`src/rtl/aukv_mem_access.sv`:
```
// Memory stage of the RV32I pipeline: runs one req/ack data-bus access per load/store.
// Define AUKV_MISALIGN_CHK_EN to reject misaligned half/word accesses instead of aligning them down.
module aukv_mem_access #(
   parameter int unsigned TIMEOUT_CYCLES = 255
) (
   input  logic        i_clk,
   input  logic        i_rst,
   input  logic        i_flush,
   input  logic        i_instr_valid,
   input  logic [31:0] i_pc,
   input  logic [31:0] i_exe_res,
   input  logic        i_mem_en,
   input  logic        i_mem_we,
   input  logic [31:0] i_mem_addr,
   input  logic [31:0] i_mem_wr_data,
   input  logic [2:0]  i_load_type,
   input  logic [1:0]  i_store_type,
   input  logic        i_wb_data_sel,
   input  logic [4:0]  i_wb_reg_sel,
   input  logic        i_wb_we,
   output logic        o_dbus_req,
   output logic        o_dbus_we,
   output logic [31:0] o_dbus_addr,
   output logic [31:0] o_dbus_wdata,
   output logic [3:0]  o_dbus_be,
   input  logic        i_dbus_ack,
   input  logic [31:0] i_dbus_rdata,
   output logic        o_stall,
   output logic [31:0] o_wb_data,
   output logic [4:0]  o_wb_reg_sel,
   output logic        o_wb_we,
   output logic        o_instr_valid,
   output logic [31:0] o_pc,
   output logic        o_bus_err,
   output logic        o_misaligned
);

   typedef enum logic {
      ST_IDLE = 1'b0,
      ST_BUSY = 1'b1
   } state_t;

   typedef enum logic [1:0] {
      SZ_BYTE = 2'd0,
      SZ_HALF = 2'd1,
      SZ_WORD = 2'd2
   } size_t;

   localparam logic [7:0] TMO_LAST = 8'(TIMEOUT_CYCLES - 1);

   state_t      r_state;
   state_t      w_next_state;
   logic        w_start;
   logic        w_timeout;
   logic        w_stall;
   logic        w_mis;

   size_t       w_size;
   logic        w_unsigned;
   logic [1:0]  w_lane;
   logic [3:0]  w_be;
   logic [31:0] w_wdata;

   // Request fields captured at accept and held stable for the whole access.
   logic        r_req;
   logic        r_dbus_we;
   logic [31:0] r_dbus_addr;
   logic [31:0] r_dbus_wdata;
   logic [3:0]  r_dbus_be;
   size_t       r_size;
   logic        r_unsigned;
   logic [1:0]  r_lane;
   logic [4:0]  r_rd;
   logic        r_rd_we;
   logic        r_wb_sel;
   logic [31:0] r_exe_res;
   logic [31:0] r_req_pc;
   logic [7:0]  r_tmo_cnt;

   logic [31:0] r_wb_data;
   logic [4:0]  r_wb_reg_sel;
   logic        r_wb_we;
   logic        r_instr_valid;
   logic [31:0] r_pc;
   logic        r_bus_err;
   logic        r_misaligned;

   logic [7:0]  w_byte;
   logic [15:0] w_half;
   logic [31:0] w_load_data;
   logic [31:0] w_result;

   assign w_lane = i_mem_addr[1:0];

   // Unused type codes fall through to word accesses.
   always_comb begin
      w_size = SZ_WORD;
      if (i_mem_we) begin
         case (i_store_type)
            2'd0:    w_size = SZ_BYTE;
            2'd1:    w_size = SZ_HALF;
            default: w_size = SZ_WORD;
         endcase
      end else begin
         case (i_load_type)
            3'd0, 3'd4: w_size = SZ_BYTE;
            3'd1, 3'd5: w_size = SZ_HALF;
            default:    w_size = SZ_WORD;
         endcase
      end
   end

   assign w_unsigned = ~i_mem_we & ((i_load_type == 3'd4) | (i_load_type == 3'd5));

   // NOTE: every always_comb output gets a default first, so no path leaves it unassigned and no latch is inferred.
   always_comb begin
      w_be    = 4'h0;
      w_wdata = 32'h0;
      if (i_mem_we) begin
         case (w_size)
            SZ_BYTE: begin
               w_wdata = {4{i_mem_wr_data[7:0]}};
               w_be    = 4'b0001 << w_lane;
            end
            SZ_HALF: begin
               w_wdata = {2{i_mem_wr_data[15:0]}};
               w_be    = 4'b0011 << {w_lane[1], 1'b0};
            end
            default: begin
               w_wdata = i_mem_wr_data;
               w_be    = 4'hF;
            end
         endcase
      end
   end

`ifdef AUKV_MISALIGN_CHK_EN
   assign w_mis = (r_state == ST_IDLE) & i_mem_en & i_instr_valid & ~i_flush &
                  (((w_size == SZ_HALF) & w_lane[0]) | ((w_size == SZ_WORD) & (w_lane != 2'd0)));
`else
   assign w_mis = 1'b0;
`endif

   always_comb begin
      w_next_state = r_state;
      w_start      = 1'b0;
      w_timeout    = 1'b0;
      w_stall      = 1'b0;
      case (r_state)
         ST_IDLE: begin
            if (i_mem_en & i_instr_valid & ~i_flush & ~w_mis) begin
               w_start      = 1'b1;
               w_stall      = 1'b1;
               w_next_state = ST_BUSY;
            end
         end
         ST_BUSY: begin
            if (i_dbus_ack) begin
               w_next_state = ST_IDLE;
            end else if (r_tmo_cnt == TMO_LAST) begin
               w_timeout    = 1'b1;
               w_next_state = ST_IDLE;
            end else begin
               w_stall = 1'b1;
            end
         end
      endcase
   end

   always_ff @(posedge i_clk or posedge i_rst) begin
      if (i_rst) r_state <= ST_IDLE;
      else       r_state <= w_next_state;
   end

   always_comb begin
      w_byte = i_dbus_rdata[7:0];
      case (r_lane)
         2'd0: w_byte = i_dbus_rdata[7:0];
         2'd1: w_byte = i_dbus_rdata[15:8];
         2'd2: w_byte = i_dbus_rdata[23:16];
         2'd3: w_byte = i_dbus_rdata[31:24];
      endcase
   end

   assign w_half = r_lane[1] ? i_dbus_rdata[31:16] : i_dbus_rdata[15:0];

   always_comb begin
      w_load_data = i_dbus_rdata;
      case (r_size)
         SZ_BYTE: w_load_data = {{24{~r_unsigned & w_byte[7]}}, w_byte};
         SZ_HALF: w_load_data = {{16{~r_unsigned & w_half[15]}}, w_half};
         default: w_load_data = i_dbus_rdata;
      endcase
   end

   assign w_result = r_wb_sel ? w_load_data : r_exe_res;

   // NOTE: sequential state uses non-blocking assignments only; every register, including the
   // latched request fields, is cleared by reset so no output can leak stale data after reset.
   always_ff @(posedge i_clk or posedge i_rst) begin
      if (i_rst) begin
         r_req         <= 1'b0;
         r_dbus_we     <= 1'b0;
         r_dbus_addr   <= 32'h0;
         r_dbus_wdata  <= 32'h0;
         r_dbus_be     <= 4'h0;
         r_size        <= SZ_BYTE;
         r_unsigned    <= 1'b0;
         r_lane        <= 2'd0;
         r_rd          <= 5'd0;
         r_rd_we       <= 1'b0;
         r_wb_sel      <= 1'b0;
         r_exe_res     <= 32'h0;
         r_req_pc      <= 32'h0;
         r_tmo_cnt     <= 8'd0;
         r_wb_data     <= 32'h0;
         r_wb_reg_sel  <= 5'd0;
         r_wb_we       <= 1'b0;
         r_instr_valid <= 1'b0;
         r_pc          <= 32'h0;
         r_bus_err     <= 1'b0;
         r_misaligned  <= 1'b0;
      end else begin
         r_bus_err    <= 1'b0;
         r_misaligned <= 1'b0;
         case (r_state)
            ST_IDLE: begin
               if (w_start) begin
                  r_req         <= 1'b1;
                  r_dbus_we     <= i_mem_we;
                  r_dbus_addr   <= {i_mem_addr[31:2], 2'b00};
                  r_dbus_wdata  <= w_wdata;
                  r_dbus_be     <= w_be;
                  r_size        <= w_size;
                  r_unsigned    <= w_unsigned;
                  r_lane        <= w_lane;
                  r_rd          <= i_wb_reg_sel;
                  r_rd_we       <= i_wb_we;
                  r_wb_sel      <= i_wb_data_sel;
                  r_exe_res     <= i_exe_res;
                  r_req_pc      <= i_pc;
                  r_tmo_cnt     <= 8'd0;
                  r_wb_we       <= 1'b0;
                  r_instr_valid <= 1'b0;
               end else begin
                  // Passthrough; a rejected misaligned access retires without writing rd.
                  r_wb_data     <= i_exe_res;
                  r_wb_reg_sel  <= i_wb_reg_sel;
                  r_pc          <= i_pc;
                  r_instr_valid <= i_instr_valid & ~i_flush;
                  r_wb_we       <= i_wb_we & i_instr_valid & ~i_flush & ~w_mis;
                  r_misaligned  <= w_mis;
               end
            end
            ST_BUSY: begin
               if (i_dbus_ack) begin
                  r_req         <= 1'b0;
                  r_wb_data     <= w_result;
                  r_wb_reg_sel  <= r_rd;
                  r_pc          <= r_req_pc;
                  r_instr_valid <= 1'b1;
                  r_wb_we       <= r_rd_we & ~r_dbus_we;
               end else if (w_timeout) begin
                  r_req         <= 1'b0;
                  r_bus_err     <= 1'b1;
                  r_wb_reg_sel  <= r_rd;
                  r_pc          <= r_req_pc;
                  r_instr_valid <= 1'b1;
                  r_wb_we       <= 1'b0;
               end else begin
                  r_wb_we       <= 1'b0;
                  r_instr_valid <= 1'b0;
                  if (r_tmo_cnt != 8'hFF) r_tmo_cnt <= r_tmo_cnt + 8'd1;
               end
            end
         endcase
      end
   end

   assign o_dbus_req    = r_req;
   assign o_dbus_we     = r_dbus_we;
   assign o_dbus_addr   = r_dbus_addr;
   assign o_dbus_wdata  = r_dbus_wdata;
   assign o_dbus_be     = r_dbus_be;
   assign o_stall       = w_stall;
   assign o_wb_data     = r_wb_data;
   assign o_wb_reg_sel  = r_wb_reg_sel;
   assign o_wb_we       = r_wb_we;
   assign o_instr_valid = r_instr_valid;
   assign o_pc          = r_pc;
   assign o_bus_err     = r_bus_err;
   assign o_misaligned  = r_misaligned;

endmodule

```
`config.mk`:
```
export PLATFORM = sky130hd
export DESIGN_NAME = aukv_mem_access
export DESIGN_NICKNAME = d
export VERILOG_FILES = /design/src/rtl/aukv_mem_access.sv
export SDC_FILE = /design/constraint.sdc
export NUM_CORES = 1
export LEC_CHECK = 0
export CAP_MARGIN = 20
export CORE_AREA = 4 4 169 171
export DETAILED_ROUTE_END_ITERATION = 7
export DIE_AREA = 0 0 173 175
export PLACE_DENSITY = 0.69
export SYNTH_ARGS = -nofsm -noshare
export SYNTH_HDL_FRONTEND = slang
export SYNTH_SLANG_ARGS = --single-unit
```
`constraint.sdc`:
```
create_clock -name i_clk -period 10.8 [get_ports i_clk]
set_input_delay 2.7 -clock i_clk [delete_from_list [all_inputs] [get_ports i_clk]]
set_output_delay 2.7 -clock i_clk [all_outputs]
set_load 0.01 [all_outputs]
```
==> results.py <==
metrics = {
    "outcome": {
        "violations": "DRC",
        "status": "finished, violations left",
    },
    "global_routing": {
        "grt.total_usage_pct": 21.1,
        "antenna_found_initial": 1,
        "gr-total-overflow": 0,
        "grt_max_degree": 169,
        "grt_pass1_vias": 9463,
        "grt_pass1_wl_um": 52700,
    },
    "timing": {
        "skew_ps": 15.4,
        "drv_slew": 0,
        "rsz0062_at_grt": "false",
        "fmax_ghz": 0.126,
        "final.setup.tns_ps": 0,
        "hold_viol": 0,
        "setup_viol": 0,
        "finalCriticalPeriod_ps": 7920,
        "period_share_pct": 73.4,
        "worst_pin_slew_ps": 1070,
        "holdWs_ps": 465,
        "max-slew-margin-rel_pct": 29.0,
    },
    "logic_synthesis": {
        "synth_edf_count": 0,
        "syn_area_mm2": 0.0107,
        "yosysMostFrequentCell": "nand2_1",
        "yosysTopAreaCell": "dfrtp_1",
        "ys_types": 57,
        "synth.top_cells.by_count": "nand2_1, dfrtp_1, nor2_1",
        "synth_seq_cells": 225,
        "synthTopCellsByArea": "dfrtp_1, nand2_1, mux2i_1",
        "synth_warnings": 0,
        "synth_cells": 1139,
        "syn_area_per_cell_um2": 9.36,
        "async_flop_share_pct": 100,
        "synth-seq-area-share_pct": 52.8,
        "ys.flop_type": "dfrtp_1",
        "yosysTopAreaCellShare_pct": 52.8,
    },
    "setup_path": {
        "cp_max_fo": 168,
        "start_kind": "primary input",
        "crit_type": "in -> out",
        "cp.required_ps": 8100,
        "crit_path_end_kind": "output port",
        "crit_arrival_ps": 5220,
        "reg2regPathDepth": 7,
    },
    "run": {
        "maxCapViolCount": 0,
    },
    "power": {
        "total_power_mw": 2.63,
        "vdd_drop_max_uv": 106,
        "powerDensity_mw_per_mm2": 176,
        "p_leak_nw": 6.74,
    },
    "final_layout": {
        "nets": 1596,
        "design_area_mm2": 0.0149,
        "syn2layout_area_growth_pct": 39.8,
        "drive_above_1_share_pct": 6.42,
    },
    "floorplan": {
        "dieArea_mm2": 0.0303,
        "coreArea_mm2": 0.0269,
        "io_pins": 323,
        "rows": 60,
        "die_height_um": 175,
        "die_x_um": 173,
        "start_util_pct": 39.7,
    },
    "hold_path": {
        "hold_path_class": "reg -> reg",
        "hold_depth": 2,
    },
    "cts": {
        "numClockSinks": 225,
        "clk_latency_ps": 530,
        "clk_pin_slew_worst_paths_ps": 60,
        "cts_setup_buffers": 0,
        "cts_root_buf": "clkbuf_16",
        "tritoncts.num_buffers": 26,
        "htree_num_levels": 1,
        "holdBufCountCts": 0,
        "cts-resized-gates": 0,
        "cts_max_path_buffers": 3,
        "cts_tree": "yes",
    },
    "routing": {
        "drc": 4,
        "avgRoutedWirePerCell_um": 18.8,
        "finalWirelength_um": 33300,
        "drt_iter0_markers": 821,
        "postRouteAntennaNets": 0,
        "num_vias": 9510,
        "first_pass_iters": 8,
        "via_per_inst": 5.36,
    },
    "placed_design": {
        "globalplace.congestion": 0.828,
        "port_buffers": 319,
        "hpwl_um": 21900,
        "place_area_mm2": 0.0140,
    },
}
[per-stage QoR]
step / utilization, % / instances / worst slack, ps
after floorplan: - / 1141 / 1940
final: 55.4 / 1775 / 2880
after CTS: 55.2 / 1772 / 2840
after global placement: 52.0 / 1726 / 2830
after detailed placement: 52.0 / 1726 / 2840
after global routing: 55.4 / 1774 / 2720
[cell usage in the layout (no fill, tap or decap), drive strengths merged, types with 23 or more instances in the layout]
| cell type | instances |
|---|---|
| a22oi | 37 |
| nor2 | 67 |
| o21ai | 31 |
| dfrtp | 225 |
| nand2 | 378 |
| clkbuf | 37 |
| mux2i | 59 |
| a21oi | 34 |
| clkdlybuf4s50 | 319 |
| o211ai | 23 |
[area by class of cell]
class                   count  area, µm²
fillers                  2365      12000
flip-flops and latches    225       5630
multi-input cells         819       4580
repair buffers            333       3350
clock buffers              37        783
well taps                 341        427
clock inverters             9       76.3
inverters                  10       45.0
diodes                      1       2.50
[final timing paths]
kind	start	end	slack, ps
max	i_flush	o_stall	2880
min	o_dbus_wdata[16]	o_dbus_wdata[16]	460
max reg2reg	r_state	r_tmo_cnt[1]	7170
min reg2reg	o_dbus_wdata[16]	o_dbus_wdata[16]	460
max in group asynchronous	i_rst	r_tmo_cnt[4]	6690
min in group asynchronous	i_rst	o_dbus_addr[18]	2600
[sequential cells by signal, summed over array words and instances, names as in the netlist, 4 cells and up]
name	count
o_dbus_addr	30
o_dbus_be	4
o_dbus_wdata	32
o_pc	32
o_wb_data	32
o_wb_reg_sel	5
r_exe_res	32
r_rd	5
r_req_pc	32
r_tmo_cnt	8
[cell families after synthesis]
family | after synthesis | synth area share (%)
DFF | 225 | 52.8
other | 1 | 0.0352
muxes | 68 | 6.53
and+or+nand+nor | 528 | 20.7
AOI/OAI and AO/OA | 218 | 15.2
adders and majority gates | 2 | 0.235
buffers and inverters | 97 | 4.48
[metal layers]
metal	wire length, µm	part of all wire, %	up-vias	track usage (%)
li1	-	-	4481	-
met1	14400	43	4592	28.7
met2	15400	46	372	33.3
met3	2540	7.6	65	5.50
met4	970	2.9	0	6.45
met5	0	0	-	0
[critical path, cell delays in order]
cell and delay [ps]:
clkdlybuf4s50_1 490, nand4bb_4 190, buf_12 550, nand3_2 150, nand2_1 110, buf_4 410
inv_1 100, clkdlybuf4s50_1 500
[report_power, final]
group / switching, mW / leakage (nW) / internal, mW
sequential: 0.0941 / 2.79 / 0.988
clock: 0.354 / 0.434 / 0.527
combinational: 0.329 / 3.52 / 0.338
total: 0.777 / 6.74 / 1.85
Note: power is estimated with default switching activity, not from simulation.
==> patch 1 (same flow settings) <==
Re-encode `size_t` (3 values) as one-hot, 3 bits wide.
--- a/src/rtl/aukv_mem_access.sv
+++ b/src/rtl/aukv_mem_access.sv
@@ -42,6 +42,6 @@
 
-   typedef enum logic [1:0] {
-      SZ_BYTE = 2'd0,
-      SZ_HALF = 2'd1,
-      SZ_WORD = 2'd2
+   typedef enum logic [2:0] {
+      SZ_BYTE = 3'b001,
+      SZ_HALF = 3'b010,
+      SZ_WORD = 3'b100
    } size_t;
Function: no difference found for any inputs over 4 cycles, from zero or initial values and one cycle with i_rst high; so few cycles prove little.
==> patch 1 against the original RTL <==
  * Wire length is 1.7% higher
  * First-iteration DRC count is 6.7% higher
  * Core utilization is 0.056 points lower
  * Clock power is 3.3% higher
  * Worst setup slack worse by 530 ps
  * Cell area is 0.10% lower
  * Non-clock buffer count is 1 higher
  * Sequential cell count is 1 higher
  * Area after synthesis is 0.96% lower
  * Sequential share of layout area is 0.23 points higher
  * Maximum frequency is 6.3% lower
  * Power is 1.8% higher
==> patch 1: results (changes against the original RTL) <==
Run status
  – Status: finished clean

GRT
  – Met3 Use GR: 6.69% (+1.2 points)
  – All-Layer GR Usage: 21.7% (+0.59 points)
  – Global-route met1 utilization: 28.4% (-0.31 points)
  – Pin count of the biggest net entering global routing: 97 (-43%)
  – Initial antenna violation count: 0 (-1)
  – First-pass GRT wire length: 53.7 mm (+2.0%)
  – Vias in the first global route: 9570 (+1.1%)
  – GR Util met2: 35.0% (+1.7 points)

Place
  – Port buffer count: 319 (unchanged)
  – Area after DPL: 0.0140 mm2 (about the same)
  – RePlAce Congestion: 0.812 (-2.0%)
  – HPWL Detailed: 22.4 mm (+2.7%)
  – DP Cell Count: 1722 (-0.23%)

Synth
  – Synthesized area per cell: 9.31 um2 (-0.53%)
  – Adder-Cell Fraction of Synth Area: 0.237% (+0.0023 points)
  – Most frequent cells after synthesis: 361 x nand2_1, 225 x dfrtp_1, 65 x clkbuf_1
  – Synth area leaders: dfrtp_1 53%, nand2_1 13%, a22oi_1 4.3%
  – Distinct cell type count after synthesis: 52 (-8.8%)
  – Asr flop ratio synth: 100% (unchanged)
  – Compound-Gate Fraction of Synth Area: 13.8% (-1.4 points)
  – Seq/Total Area, Yosys: 53.6% (+0.76 points)
  – Ys Warns: 0 (unchanged)
  – Post-Synth XOR/XNOR Area: 0.166% (+0.17 points)
  – Top FF cell, synth: dfrtp_1
  – Mux contribution to synthesized area: 6.35% (-0.17 points)

Worst setup path
  – Arr. time, crit path: 5760 ps (+540 ps)
  – Largest stage delay, worst path: about 560 ps
  – Crit path max-delay family: buffers and inverters
  – Crit path max fanout: 50 (-70%)
  – Slowest cell on crit path: or4_1

Power and ir drop
  – Sequential power share: 41.4% (+0.2 points)
  – Peak VDD IR: 0.0000998 V (-5.7%)
  – Clock Power: 910 uW (+3.3%)
  – Switch Pwr: 762 uW (-1.9%)
  – Pleak: 6.68 nW (-0.93%)

Worst hold path
  – Worst Hold Class: flop to flop

Clock tree
  – Clock root cell: clkbuf_16
  – CTS max path bufs: 3 (unchanged)
  – Post-cts resize count: 0 (unchanged)
  – Clk_lat worst skew: about 520 ps
  – CTS buffer count: 26 (unchanged)
  – Post-CTS setup buffers: 0 (unchanged)
  – H-tree Lvls: 1 (unchanged)

Layout
  – Layout Nets: 1591 (-0.31%)
  – Ant. Diodes: 0 (-1)
  – Layout cells sized above 1: 7.20% (+0.78 points)
  – Filler cells: 2398 (+1.4%)

Routing
  – First DRT Iteration DRCs: 876 (+6.7%)
  – Via density: 5.39 (+0.52%)
  – Met3 WL: 3.20 mm (+26%)
  – Routed wl met2: 15.7 mm (+1.9%)
  – Drt pass-1 iters: 8 (unchanged)
  – Routed via count: 9538 (+0.29%)
  – Uppermost layer routed: met4
  – Detailed Route WL: 33.9 mm (+1.7%)
  – M1 WL: 14.0 mm (-2.7%)

STA
  – Actual slew at the worst max-slew pin: 1080 ps (+18.8 ps)
  – Clock skew: 9.57 ps (-5.87 ps)
## patch 1: path summary, 6_finish.rpt
path,startpoint,to,slack [ps],cells past startpoint
max in group asynchronous,i_rst,o_wb_data[11],6770,3
min,o_dbus_wdata[22],o_dbus_wdata[22],460,2
min in group asynchronous,i_rst,o_dbus_addr[10],2650,2
max reg2reg,r_state,r_tmo_cnt[7],6930,7
min reg2reg,o_dbus_wdata[22],o_dbus_wdata[22],460,2
max,i_mem_en,o_stall,2340,9
## patch 1: metrics by stage
stage | util [%] | worst slack (ps) | power (mW)
6_report | 55.4 | 2340 | 2.68
5_1_grt | 55.4 | 2170 | 2.82
4_1_cts | 55.3 | 2350 | 2.70
3_5_place_dp | 52.0 | 2360 | 1.78
3_3_place_gp | 52.0 | 2360 | 1.76
2_1_floorplan | - | 1910 | 1.41
## patch 1: final cells by class
type                    count  area share [%]
clock inverters            11            1.04
multi-input cells         808            30.4
inverters                  14           0.403
clock buffers              37            4.93
repair buffers            334            22.3
flip-flops and latches    226            38.0
well taps                 341            2.87
==> patch 2 (same flow settings) <==
Without the edit above. Add a define of `AUKV_MISALIGN_CHK_EN`.
--- a/src/rtl/aukv_mem_access.sv
+++ b/src/rtl/aukv_mem_access.sv
@@ -2,2 +2,4 @@
 // Define AUKV_MISALIGN_CHK_EN to reject misaligned half/word accesses instead of aligning them down.
+`define AUKV_MISALIGN_CHK_EN
+
 module aukv_mem_access #(
Behaviour: not the same (a bounded check fails within 4 cycles, from zero or initial values and one cycle with i_rst high).
==> patch 2 against the original RTL <==
  * Global-route usage hardly changed
  * Power is 7.8% higher
  * Area after synthesis is 3.7% higher
  * Highest routed layer unchanged
  * Wire length is 0.69% higher
  * Worst setup slack worse by 520 ps
  * Largest power group unchanged
  * Clock skew is 7.5 ps lower
  * Sequential cell count is 1 higher
  * Cell area is 2.9% higher
  * Maximum frequency is 6.1% lower
==> patch 2: results (changes against the original RTL) <==
Layout
  – Layout cells sized above 1: 20.8% (+14 points)
  – Layout Nets: 1406 (-12%)
  – Filler cells: 2265 (-4.2%)

Synth
  – Asr flop ratio synth: 100% (unchanged)
  – Seq/Total Area, Yosys: 51.1% (-1.7 points)
  – Synth area leaders: dfrtp_1 51%, mux2_2 16%, mux2_4 4.1%
  – Distinct cell type count after synthesis: 61 (+7.0%)
  – Most frequent cells after synthesis: 226 x dfrtp_1, 155 x mux2_2, 63 x o21ai_0

Run status
  – Status: finished clean

Place
  – Port buffer count: 320 (+0.31%)
  – RePlAce Congestion: 0.852 (+2.9%)
  – HPWL Detailed: 23.6 mm (+7.8%)

Power and ir drop
  – Pleak: 6.40 nW (-5.1%)
  – Peak VDD IR: 0.000101 V (-4.9%)

Routing
  – Via density: 5.48 (+2.4%)
  – Detail Route Antenna Nets: 0 (unchanged)
  – Detailed Route WL: 33.5 mm (+0.69%)
  – First DRT Iteration DRCs: 479 (-42%)
  – Drt pass-1 iters: 7 (-1)

STA
  – Clock skew: 7.97 ps (-7.47 ps)
  – Final Hold Slack: 483 ps (+18.4 ps)
  – Actual slew at the worst max-slew pin: 1060 ps (-3.38 ps)

Worst setup path
  – Reg2Reg Depth: 5 (-2)
  – Arr. time, crit path: 5740 ps (+520 ps)
  – Worst r2r dst: o_dbus_addr[23]
  – R2R setup slack: 7460 ps (+290 ps)
  – Crit path max fanout: 38 (-77%)

Worst hold path
  – Hold Path Depth: 1 (-1)
  – Worst Hold Class: flop to flop
  – Hold EP: r_req_pc[1]
  – Hold Crit Start: r_req_pc[1]

Clock tree
  – Clk_lat worst skew: approximately 520 ps
  – Post-cts resize count: 0 (unchanged)
  – CTS max path bufs: 3 (unchanged)
  – Reg clk slew, reported paths: 60 ps (about the same)
  – CTS buffer count: 26 (unchanged)
  – Post-CTS setup buffers: 0 (unchanged)

Die
  – Die area: 0.0303 mm2 (unchanged)

GRT
  – All-Layer GR Usage: 21.1% (-0.025 points)
  – Vias in the first global route: 8805 (-7.0%)
  – Pin count of the biggest net entering global routing: 98 (-42%)
  – First-pass GRT wire length: 51.5 mm (-2.3%)
  – Initial antenna violation count: 2 (+1)
-- patch 2: worst max-delay path: stages --
cell	delay, ps
clkdlybuf4s50_1	960
nor3b_1	220
o21a_1	230
buf_4	220
nor3_2	180
buf_4	540
inv_1	130
clkdlybuf4s50_1	510
-- patch 2: cell type report --
class | count | area (um2) | area share, %
flip-flops and latches | 226 | 5660 | 36.9
clock buffers | 41 | 828 | 5.40
repair buffers | 335 | 3340 | 21.8
well taps | 341 | 427 | 2.78
inverters | 27 | 109 | 0.710
diodes | 2 | 5.00 | 0.0327
clock inverters | 6 | 38.8 | 0.253
multi-input cells | 609 | 4920 | 32.1
-- patch 2: worst max-delay path by stage --
stage                     from         to  slack, ps  cells after the start
2_1_floorplan            i_rst  o_bus_err       1910                      1
3_3_place_gp   i_store_type[1]    o_stall       2380                      8
3_5_place_dp   i_store_type[1]    o_stall       2380                      8
4_1_cts        i_store_type[1]    o_stall       2360                      8
5_1_grt        i_store_type[1]    o_stall       2170                      8
6_report       i_store_type[1]    o_stall       2360                      8
-- patch 2: layer usage --
| metal | track usage, % | vias to the layer above | part of all wire [%] | wire length, um |
|---|---|---|---|---|
| met3 | 4.95 | 68 | 6.4 | 2150 |
| met1 | 26.8 | 4294 | 41 | 13800 |
| met5 | 0 | - | 0 | 0 |
| met4 | 7.02 | 0 | 3.2 | 1060 |
| li1 | - | 4063 | - | - |
| met2 | 35.6 | 279 | 49 | 16600 |
-- patch 2: cell families after synthesis --
| group | share of synthesized area (%) |
|---|---|
| AO/OA/AOI/OAI | 14.8 |
| flip-flops | 51.1 |
| multiplexers | 20.4 |
| AND/OR/NAND/NOR | 8.69 |
| buffers and inverters | 4.50 |
| adder cells (fa/ha/maj) | 0.226 |
| XOR/XNOR | 0.158 |
| other | 0.0339 |
-- patch 2: stage by stage --
stage                     power (mW)  cell area [um2]  setup slack, ps  instances
after global placement          1.95            14400             2380       1537
after detailed placement        1.97            14400             2380       1537
after floorplan                 1.57            11100             1910        941
after global routing            2.97            15300             2170       1587
final                           2.84            15300             2360       1587
after CTS                       2.86            15300             2360       1584
-- patch 2: power breakdown --
part | internal (mW) | switching (mW) | total, mW | leakage [nW]
registers | 1.04 | 0.139 | 1.18 | 2.76
clock network | 0.524 | 0.353 | 0.877 | 0.426
logic | 0.462 | 0.317 | 0.779 | 3.21
